$ cat config.mk
export PLATFORM = sky130hd
export DESIGN_NAME = spi_slave
export DESIGN_NICKNAME = d
export VERILOG_FILES = /design/src/rtl/spi_pkg.sv /design/src/rtl/spi_sync_edge.sv /design/src/rtl/spi_slave.sv
export SDC_FILE = /design/constraint.sdc
export NUM_CORES = 1
export LEC_CHECK = 0
export ABC_AREA = 1
export CORE_ASPECT_RATIO = 1.75
export CORE_MARGIN = 2
export CORE_UTILIZATION = 49
export CTS_CLUSTER_DIAMETER = 100
export DETAILED_ROUTE_END_ITERATION = 10
export PLACE_DENSITY = 0.79
export SLEW_MARGIN = 10
export SYNTH_ARGS = -nofsm -noshare
export SYNTH_HDL_FRONTEND = slang
export SYNTH_SLANG_ARGS = --single-unit
$ cat constraint.sdc
create_clock -name clk -period 1.6 [get_ports clk]
set_clock_uncertainty 0.2 [all_clocks]
set_input_delay 0.48 -clock clk [delete_from_list [all_inputs] [get_ports clk]]
set_output_delay 0.48 -clock clk [all_outputs]
set_load 0.005 [all_outputs]
$ cat src/rtl/spi_pkg.sv
// Shared types and constants for the SPI target endpoint.
package spi_pkg;

  typedef enum logic [1:0] {
    ST_IDLE  = 2'd0,
    ST_LOAD  = 2'd1,
    ST_SHIFT = 2'd2
  } state_t;

  // Bit positions inside the sticky error vector.
  localparam int ERR_ABORT = 2;
  localparam int ERR_UNDR  = 1;
  localparam int ERR_OVF   = 0;

  // Value bit_cnt holds when the eighth sample of a byte arrives.
  localparam logic [3:0] LAST_BIT = 4'd7;

endpackage

$ cat src/rtl/spi_sync_edge.sv
// Multi-flop synchronizer with a delayed copy for rise/fall pulse detection.
module spi_sync_edge #(
  parameter int SYNC_STG = 2,
  parameter bit RST_VAL  = 1'b0
) (
  input  logic clk,
  input  logic rst_n,
  input  logic i_async,
  output logic o_sync,
  output logic o_rise,
  output logic o_fall
);

  logic [SYNC_STG-1:0] r_sync;
  logic                r_dly;

  // Synchronizer chain followed by one edge-detect flop.
  always_ff @(posedge clk or negedge rst_n) begin
    if (!rst_n) begin
      r_sync <= {SYNC_STG{RST_VAL}};
      r_dly  <= RST_VAL;
    end else begin
      r_sync <= {r_sync[SYNC_STG-2:0], i_async};
      r_dly  <= r_sync[SYNC_STG-1];
    end
  end

  assign o_sync = r_sync[SYNC_STG-1];
  assign o_rise = o_sync & ~r_dly;
  assign o_fall = ~o_sync & r_dly;

endmodule

$ cat src/rtl/spi_slave.sv
// SPI target endpoint: oversampled SCLK/CS_N/MOSI, MSB-first 8-bit bytes,
// one-entry transmit buffer, multi-byte frames while CS_N stays low.
//
// state | meaning
// IDLE  | not selected, MISO tri-stated, waiting for CS_N fall
// LOAD  | one cycle: fetch first tx byte, present its MSB
// SHIFT | selected: sample/shift on SCLK edges until CS_N rises
module spi_slave
  import spi_pkg::*;
#(
  parameter bit         CPOL      = 1'b0,
  parameter bit         CPHA      = 1'b0,
  parameter int         SYNC_STG  = 2,
  parameter logic [7:0] IDLE_BYTE = 8'hFF
) (
  input  logic       clk,
  input  logic       rst_n,
  input  logic       sclk,
  input  logic       cs_n,
  input  logic       mosi,
  output logic       miso,
  output logic       miso_oe,
  input  logic [7:0] tx_data,
  input  logic       tx_load,
  output logic       tx_empty,
  output logic [7:0] rx_data,
  output logic       rx_valid,
  output logic       busy,
  output logic [2:0] err
);

  logic w_sclk_s, w_sclk_rise, w_sclk_fall;
  logic w_cs_s, w_cs_rise, w_cs_fall;
  logic [SYNC_STG-1:0] r_mosi_sync;
  logic w_mosi_s;

  spi_sync_edge #(.SYNC_STG(SYNC_STG), .RST_VAL(CPOL)) u_sync_sclk (
    .clk(clk), .rst_n(rst_n), .i_async(sclk),
    .o_sync(w_sclk_s), .o_rise(w_sclk_rise), .o_fall(w_sclk_fall)
  );

  spi_sync_edge #(.SYNC_STG(SYNC_STG), .RST_VAL(1'b1)) u_sync_cs (
    .clk(clk), .rst_n(rst_n), .i_async(cs_n),
    .o_sync(w_cs_s), .o_rise(w_cs_rise), .o_fall(w_cs_fall)
  );

  // MOSI only needs the synchronizer; it lines up with the sclk_s stage.
  always_ff @(posedge clk or negedge rst_n) begin
    if (!rst_n) r_mosi_sync <= '0;
    else        r_mosi_sync <= {r_mosi_sync[SYNC_STG-2:0], mosi};
  end
  assign w_mosi_s = r_mosi_sync[SYNC_STG-1];

  // Leading edge moves SCLK away from its idle level.
  logic w_sclk_edge, w_lead, w_trail, w_sample, w_shift;
  assign w_sclk_edge = w_sclk_rise | w_sclk_fall;
  assign w_lead      = w_sclk_edge & (w_sclk_s != CPOL);
  assign w_trail     = w_sclk_edge & (w_sclk_s == CPOL);
  assign w_sample    = CPHA ? w_trail : w_lead;
  assign w_shift     = CPHA ? w_lead  : w_trail;

  state_t r_state, w_state_nxt;
  logic   w_take, w_smp_en, w_shf_en, w_end, w_start;

  logic [7:0] r_tx_buf, r_tx_sh, r_rx_sh, r_rx_data;
  logic [3:0] r_bit_cnt;
  logic       r_tx_empty, r_miso, r_miso_oe, r_byte_done, r_rx_valid;
  logic       r_reload_pend, r_first, r_undr_pend;
  logic [2:0] r_err, w_err_nxt;

  // State register.
  always_ff @(posedge clk or negedge rst_n) begin
    if (!rst_n) r_state <= ST_IDLE;
    else        r_state <= w_state_nxt;
  end

  // Next state and per-cycle datapath enables.
  always_comb begin
    w_state_nxt = r_state;
    w_take      = 1'b0;
    w_smp_en    = 1'b0;
    w_shf_en    = 1'b0;
    w_end       = 1'b0;
    w_start     = 1'b0;
    case (r_state)
      ST_IDLE: begin
        if (w_cs_fall) begin
          w_start     = 1'b1;
          w_state_nxt = ST_LOAD;
        end
      end
      ST_LOAD: begin
        w_take      = 1'b1;
        w_state_nxt = ST_SHIFT;
      end
      ST_SHIFT: begin
        if (w_cs_rise) begin
          w_end       = 1'b1;
          w_state_nxt = ST_IDLE;
        end else begin
          w_smp_en = w_sample;
          w_shf_en = w_shift;
          w_take   = w_shift & r_reload_pend;
        end
      end
      default: w_state_nxt = ST_IDLE;
    endcase
  end

  // A reload prefers the buffered byte, then a same-cycle tx_load, then the idle byte.
  logic       w_buf_full, w_undr, w_ovf;
  logic [7:0] w_tx_src, w_rx_nxt;
  assign w_buf_full = ~r_tx_empty;
  assign w_tx_src   = w_buf_full ? r_tx_buf : (tx_load ? tx_data : IDLE_BYTE);
  assign w_undr     = ~w_buf_full & ~tx_load;
  assign w_ovf      = tx_load & w_buf_full & ~w_take;
  assign w_rx_nxt   = {r_rx_sh[6:0], w_mosi_s};

  // One-entry transmit buffer; a load coinciding with a reload of a full buffer stays pending.
  always_ff @(posedge clk or negedge rst_n) begin
    if (!rst_n) begin
      r_tx_buf   <= '0;
      r_tx_empty <= 1'b1;
    end else if (w_take) begin
      if (w_buf_full && tx_load) begin
        r_tx_buf   <= tx_data;
        r_tx_empty <= 1'b0;
      end else begin
        r_tx_empty <= 1'b1;
      end
    end else if (tx_load) begin
      r_tx_buf   <= tx_data;
      r_tx_empty <= 1'b0;
    end
  end

  // Underrun from a mid-frame reload only counts once that byte actually starts clocking,
  // so the reload after the final byte of a frame does not flag an error.
  always_comb begin
    w_err_nxt = w_start ? 3'b000 : r_err;
    if (w_ovf) w_err_nxt[ERR_OVF] = 1'b1;
    if ((r_state == ST_LOAD && w_undr) || (w_smp_en && r_undr_pend)) w_err_nxt[ERR_UNDR] = 1'b1;
    if (w_end && r_bit_cnt != 4'd0) w_err_nxt[ERR_ABORT] = 1'b1;
  end

  // Sticky error register.
  always_ff @(posedge clk or negedge rst_n) begin
    if (!rst_n) r_err <= '0;
    else        r_err <= w_err_nxt;
  end

  // Shift registers, bit counter and MISO/rx outputs.
  always_ff @(posedge clk or negedge rst_n) begin
    if (!rst_n) begin
      r_tx_sh       <= '0;
      r_rx_sh       <= '0;
      r_rx_data     <= '0;
      r_bit_cnt     <= '0;
      r_miso        <= 1'b0;
      r_miso_oe     <= 1'b0;
      r_byte_done   <= 1'b0;
      r_rx_valid    <= 1'b0;
      r_reload_pend <= 1'b0;
      r_first       <= 1'b0;
      r_undr_pend   <= 1'b0;
    end else begin
      r_byte_done <= 1'b0;
      r_rx_valid  <= r_byte_done;
      if (r_state == ST_LOAD) begin
        r_tx_sh       <= w_tx_src;
        r_miso        <= w_tx_src[7];
        r_miso_oe     <= 1'b1;
        r_bit_cnt     <= '0;
        r_first       <= CPHA;
        r_reload_pend <= 1'b0;
        r_undr_pend   <= 1'b0;
      end else if (w_end) begin
        r_miso_oe     <= 1'b0;
        r_bit_cnt     <= '0;
        r_first       <= 1'b0;
        r_reload_pend <= 1'b0;
        r_undr_pend   <= 1'b0;
      end else begin
        if (w_smp_en) begin
          r_rx_sh     <= w_rx_nxt;
          r_undr_pend <= 1'b0;
          if (r_bit_cnt == LAST_BIT) begin
            r_rx_data     <= w_rx_nxt;
            r_byte_done   <= 1'b1;
            r_bit_cnt     <= '0;
            r_reload_pend <= 1'b1;
          end else begin
            r_bit_cnt <= r_bit_cnt + 4'd1;
          end
        end
        if (w_shf_en) begin
          if (r_reload_pend) begin
            r_tx_sh       <= w_tx_src;
            r_miso        <= w_tx_src[7];
            r_reload_pend <= 1'b0;
            r_undr_pend   <= w_undr;
          end else if (r_first) begin
            r_first <= 1'b0;
            r_miso  <= r_tx_sh[7];
          end else begin
            r_tx_sh <= {r_tx_sh[6:0], 1'b0};
            r_miso  <= r_tx_sh[6];
          end
        end
      end
    end
  end

  assign miso     = r_miso;
  assign miso_oe  = r_miso_oe;
  assign tx_empty = r_tx_empty;
  assign rx_data  = r_rx_data;
  assign rx_valid = r_rx_valid;
  assign busy     = ~w_cs_s;
  assign err      = r_err;

endmodule

Word-level counts from Yosys, hierarchy flattened --
Cells that the tools add are included.
Word-level totals: register bits after elaboration 56, output and inout bits 16
Cells by class: add/sub/neg operators 1, eq/ne operators 9, mux-type cells 60, bitwise logic cells 20, reductions and logical operators 22
Operators with widths (count):
- 2-to-1 mux 8 bit | 10
- 2-to-1 mux 1 bit | 41
- 2-to-1 mux 4 bit | 4
- nonzero test 2 bit | 6
- bitwise AND 1 bit | 10
- NOT 1 bit | 9
- != test 2 x 1 -> 1 bit (second input constant) | 4
- AND reduction 2 bit | 4
- != test 3 x 2 -> 1 bit (second input constant) | 2
- one-hot mux 2 bit (3 select lines) | 1
- AND reduction 3 bit | 2
- nonzero test 3 bit | 2
- adder 4 x 1 -> 4 bit (second input constant) | 1
- equality test 4 x 3 -> 1 bit (second input constant) | 1
- logical AND 1 bit | 4
- 2-to-1 mux 2 bit | 2
- AND reduction 4 bit | 1
- nonzero test 4 bit | 1
- 2-to-1 mux 3 bit | 1
- equality test 2 x 1 -> 1 bit (second input constant) | 1
- equality test 2 bit (second input constant) | 1
- logical NOT 2 bit | 1
- one-hot mux 1 bit (2 select lines) | 1
- logical OR 1 bit | 1
- OR 1 bit | 1

Logic depth before layout (Yosys ltp) --
depth after elaboration 11, gate-level depth with buffers 9

Modules after synthesis --
Synthesis repeated with hierarchy kept, for this count alone.
Second synthesis, totals: cell total of the unflattened synthesis 259, area total of the unflattened synthesis 2391.0 um^2
Modules (own cells, without submodules):
- spi_slave | times used 1, cells an instance 245, area an instance 2207.1 um^2, sequential area each 1202.4 um^2
- spi_sync_edge at u_sync_cs | times used 1, cells an instance 7, area an instance 93.8 um^2, sequential area each 78.8 um^2
- spi_sync_edge at u_sync_sclk | times used 1, cells an instance 7, area an instance 90.1 um^2, sequential area each 75.1 um^2

Worst setup path after synthesis --
No wires, ideal clock.
kind reg-to-reg, start point register r_state[0], end point register r_rx_data[5] (netlist: rx_data[5]), setup time 0.118 ns, arrival time 1.290 ns, data required time 1.282 ns, setup slack -0.008 ns, stages on the path, launching flop included 9, path buffers 1, path through dfrtp_1 -> inv_1 -> ha_1 -> nand4_2 -> nor2_2 -> nand2_2 -> buf_6 -> nand2_1 -> o21ai_2
Between the ends: longest elaborated chain between the ends 4, elaborated cells between the ends (all ways) 7
Ends and longest elaborated chain:
- start, declared | RTL line spi_slave.sv:62 | state_t r_state, w_state_nxt;
- start signal, assigned | RTL line spi_slave.sv:74 | else r_state <= w_state_nxt;
- equality test 2 bit | RTL line spi_slave.sv:85 | case (r_state)
- 2-to-1 mux 1 bit | RTL line spi_slave.sv:85
- NOT 1 bit (no source line)
- AND reduction 4 bit (no source line) *
- end signal, assigned | RTL line spi_slave.sv:188 | r_rx_data <= w_rx_nxt;
- end, declared | RTL line spi_slave.sv:65 | logic [7:0] r_tx_buf, r_tx_sh, r_rx_sh, r_rx_data;
Every way passes the cells marked *; elsewhere a longest branch is shown, timed or not. A chain may end at the register's enable or synchronous reset.

Final worst setup path --
start point register r_state[0], end point register r_tx_sh[3]
Between the ends: longest elaborated chain between the ends 4, elaborated cells between the ends (all ways) 9
Ends and longest elaborated chain:
- equality test 2 bit | RTL line spi_slave.sv:85
- 2-to-1 mux 1 bit | RTL line spi_slave.sv:85
- != test 2 x 1 -> 1 bit (no source line) / nonzero test 2 bit (equally long branches)
- AND reduction 3 bit (no source line)
- end signal, assigned | RTL line spi_slave.sv:170 | r_tx_sh <= w_tx_src;
- end signal, assigned | RTL line spi_slave.sv:198 | r_tx_sh <= w_tx_src;
- end signal, assigned | RTL line spi_slave.sv:206 | r_tx_sh <= {r_tx_sh[6:0], 1'b0};
- end, declared | RTL line spi_slave.sv:65
Several ways; a longest one is shown, not always the timed one.

==> reports/results.ini <==
[logic_synthesis]
synthArstFlopShare=1.00
synthTopCellsByCount=nand2_1, dfrtp_1, inv_1
synth_cell_types=29
yosysMostFrequentCell=nand2_1
syn_avg_cell_area_sq_um=9.58
synth_area_leaders=dfrtp_1, nand2_1, o21ai_0
synth-seq-area-share=0.564
synth_flop_cell=dfrtp_1
syn_nets=270
yosysWarnings=0
ys_ff_latch=54
synth_edf_count=0
netlist_area_sq_um=2400
synth_top_area_frac=0.520
yosysTopAreaCell=dfrtp_1
synthCells=251

[critical_path]
reg2reg_to=r_tx_sh[3]
crit_end=r_tx_sh[3]
rr_worst_depth=8
cp_max_fo=4
reg2reg_slack_ns=-0.09
critPathKind=reg -> reg
cp_data_arrival_time_ns=1.72
crit_required_ns=1.63
r2r-start=r_state[0]
startpoint=r_state[0]
worst_setup_path_end_kind=flop
cp-start-kind=flop

[global_routing]
overflow=0
first_global_vias=2153
grt_usage=0.232
grt_max_degree=19
grt_pass1_wl_mm=9.75
antenna_found_initial=0

[sta]
post-route-period-util=1.06
layout_setup_ws_ns=-0.0911
slew_viol_final=0
rsz0062_at_grt=yes
setup_viol=35
hold_viol=0
relSlewSlack=0.728
fmax_mhz=591
worst_pin_slew_ns=0.408
period_minus_slack_ns=1.69

[die]
start_util=0.511
die-height_microns=96.7
rows=33
die-area_sq_um=5510
die_w_microns=57.0
ios=30
core_area_sq_um=4710

[cells_and_area]
nNetsFinal=351
drive_gt1_frac=0.462
final_cell_area_sq_um=3560
antenna_cells=0
fin_util=0.757
syn2layout_area_growth_pct=48.1
fillers=308
stdcell_count=385

[hold_path]
min_path_type=reg -> reg

[detailed_routing]
via_per_inst=5.41
wl_met2_mm=3.74
drtIter0Drc=101
antenna_left=0
top_layer=met4
drc=0
wl_mm=6.61
wl_per_cell_microns=17.2
wl_met1_mm=2.29
vias=2084
firstDrtPassIters=4
wl_met3_microns=196

[run_status]
violations=setup timing
status=finished with violations

[clocking]
cts_buffer_depth=2
clk_pin_slew_ns=0.10
numCtsBuffers=5
worst_skew_pair.late_latency_ns=0.32
cts_tree=built
root_buffer=clkbuf_8
clock_sinks=54
htree_num_levels=2

[power_and_ir_drop]
peakVddDrop_v=0.00131
leakage_nw=1.64
p_per_area_nw_per_um2=1320

[place]
place.gp.congestion=0.940
place.port_buffers=29
hpwl_mm=4.06
placed_cells=359
dpl_cell_area_sq_um=2990

[run]
cap_violations=0

==> flip-flops by register name, indices dropped and copies added (netlist names), 2 cells and up <==
| register | cells |
|---|---|
| err | 3 |
| r_state | 2 |
| u_sync_sclk.r_sync | 2 |
| r_mosi_sync | 2 |
| r_rx_sh | 7 |
| r_tx_buf | 8 |
| r_bit_cnt | 4 |
| rx_data | 8 |
| r_tx_sh | 7 |
| u_sync_cs.r_sync | 2 |
==> critical path, cell delays in order (launching register included) <==
cell,delay (ns)
dfrtp_1,0.43
buf_6,0.14
ha_4,0.17
nor2_4,0.17
buf_6,0.14
a21oi_2,0.03
nand2_1,0.08
o21ai_1,0.07
o21ai_1,0.17
==> kinds of logic (layout without fill, tap and decap cells) <==
family | after synthesis | in the layout | synth area share
AO/OA/AOI/OAI | 56 | 56 | 0.143
XOR/XNOR | 1 | 1 | 0.00364
adder cells (fa/ha/maj) | 5 | 5 | 0.0260
buffers and inverters | 34 | 112 | 0.0671
flip-flops | 54 | 54 | 0.564
AND/OR/NAND/NOR | 101 | 105 | 0.196
==> through the flow <==
step	power [mW]	setup WS (ns)	TNS, ns	hold WS, ns
6_report	4.69	-0.0911	-1.42	0.163
5_1_grt	4.97	-0.150	-3.96	0.170
4_1_cts	4.47	-0.0883	-0.671	0.162
2_1_floorplan	2.56	0.0154	0	-0.0156
3_3_place_gp	3.08	-0.245	-4.73	0.135
3_5_place_dp	3.14	-0.286	-5.58	0.137
==> worst min-delay path by stage <==
stage / start / endpoint / cells past startpoint
after floorplan: rst_n / err[0] / 0
after global placement: u_sync_sclk.r_sync[0] / u_sync_sclk.r_sync[1] / 0
after detailed placement: r_byte_done / rx_valid / 0
after CTS: r_byte_done / rx_valid / 0
after global routing: u_sync_cs.r_sync[0] / u_sync_cs.r_sync[1] / 0
final: u_sync_cs.r_sync[0] / u_sync_cs.r_sync[1] / 0
==> cells in the final DEF, fill, tap and decap left out, drive strengths merged, types with 5 or more instances in the layout <==
cell type / n
ha: 5
inv: 28
a21oi: 8
clkbuf: 11
buf: 55
o21ai: 40
nand2: 73
nand3: 19
clkdlybuf4s50: 12
nor2: 12
dfrtp: 50
==> power breakdown <==
| part | switching, mW | total, mW | internal [mW] |
|---|---|---|---|
| clock | 0.479 | 0.953 | 0.475 |
| sequential | 0.180 | 1.80 | 1.62 |
| combinational | 1.11 | 1.94 | 0.834 |
==> per-layer routing <==
layer  up-vias  track usage
met5         -            0
met4         0        0.148
met3        28       0.0348
met2        63        0.419
met1      1004        0.235
li1        989            -
==> layout make-up <==
class	count	area (sq um)	area share
Tap cell	52	65.1	0.0183
Inverter	30	145	0.0407
Clock buffer	5	68.8	0.0193
Clock inverter	3	47.5	0.0133
Timing Repair Buffer	74	649	0.182
Multi-Input combinational cell	167	1230	0.345
Sequential cell	54	1360	0.381
==> timing repair <==
action | 4_1_cts | 5_1_grt
pin swaps | 16 | 24
hold endpoints to repair | 6 | 0
endpoints found under the setup margin | 52 | 47
hold buffers | 1 | 0
gates cloned | 2 | 3
gates resized for setup | 110 | 51
setup buffers | 8 | 5
Note: power is estimated with default switching activity, not from simulation.
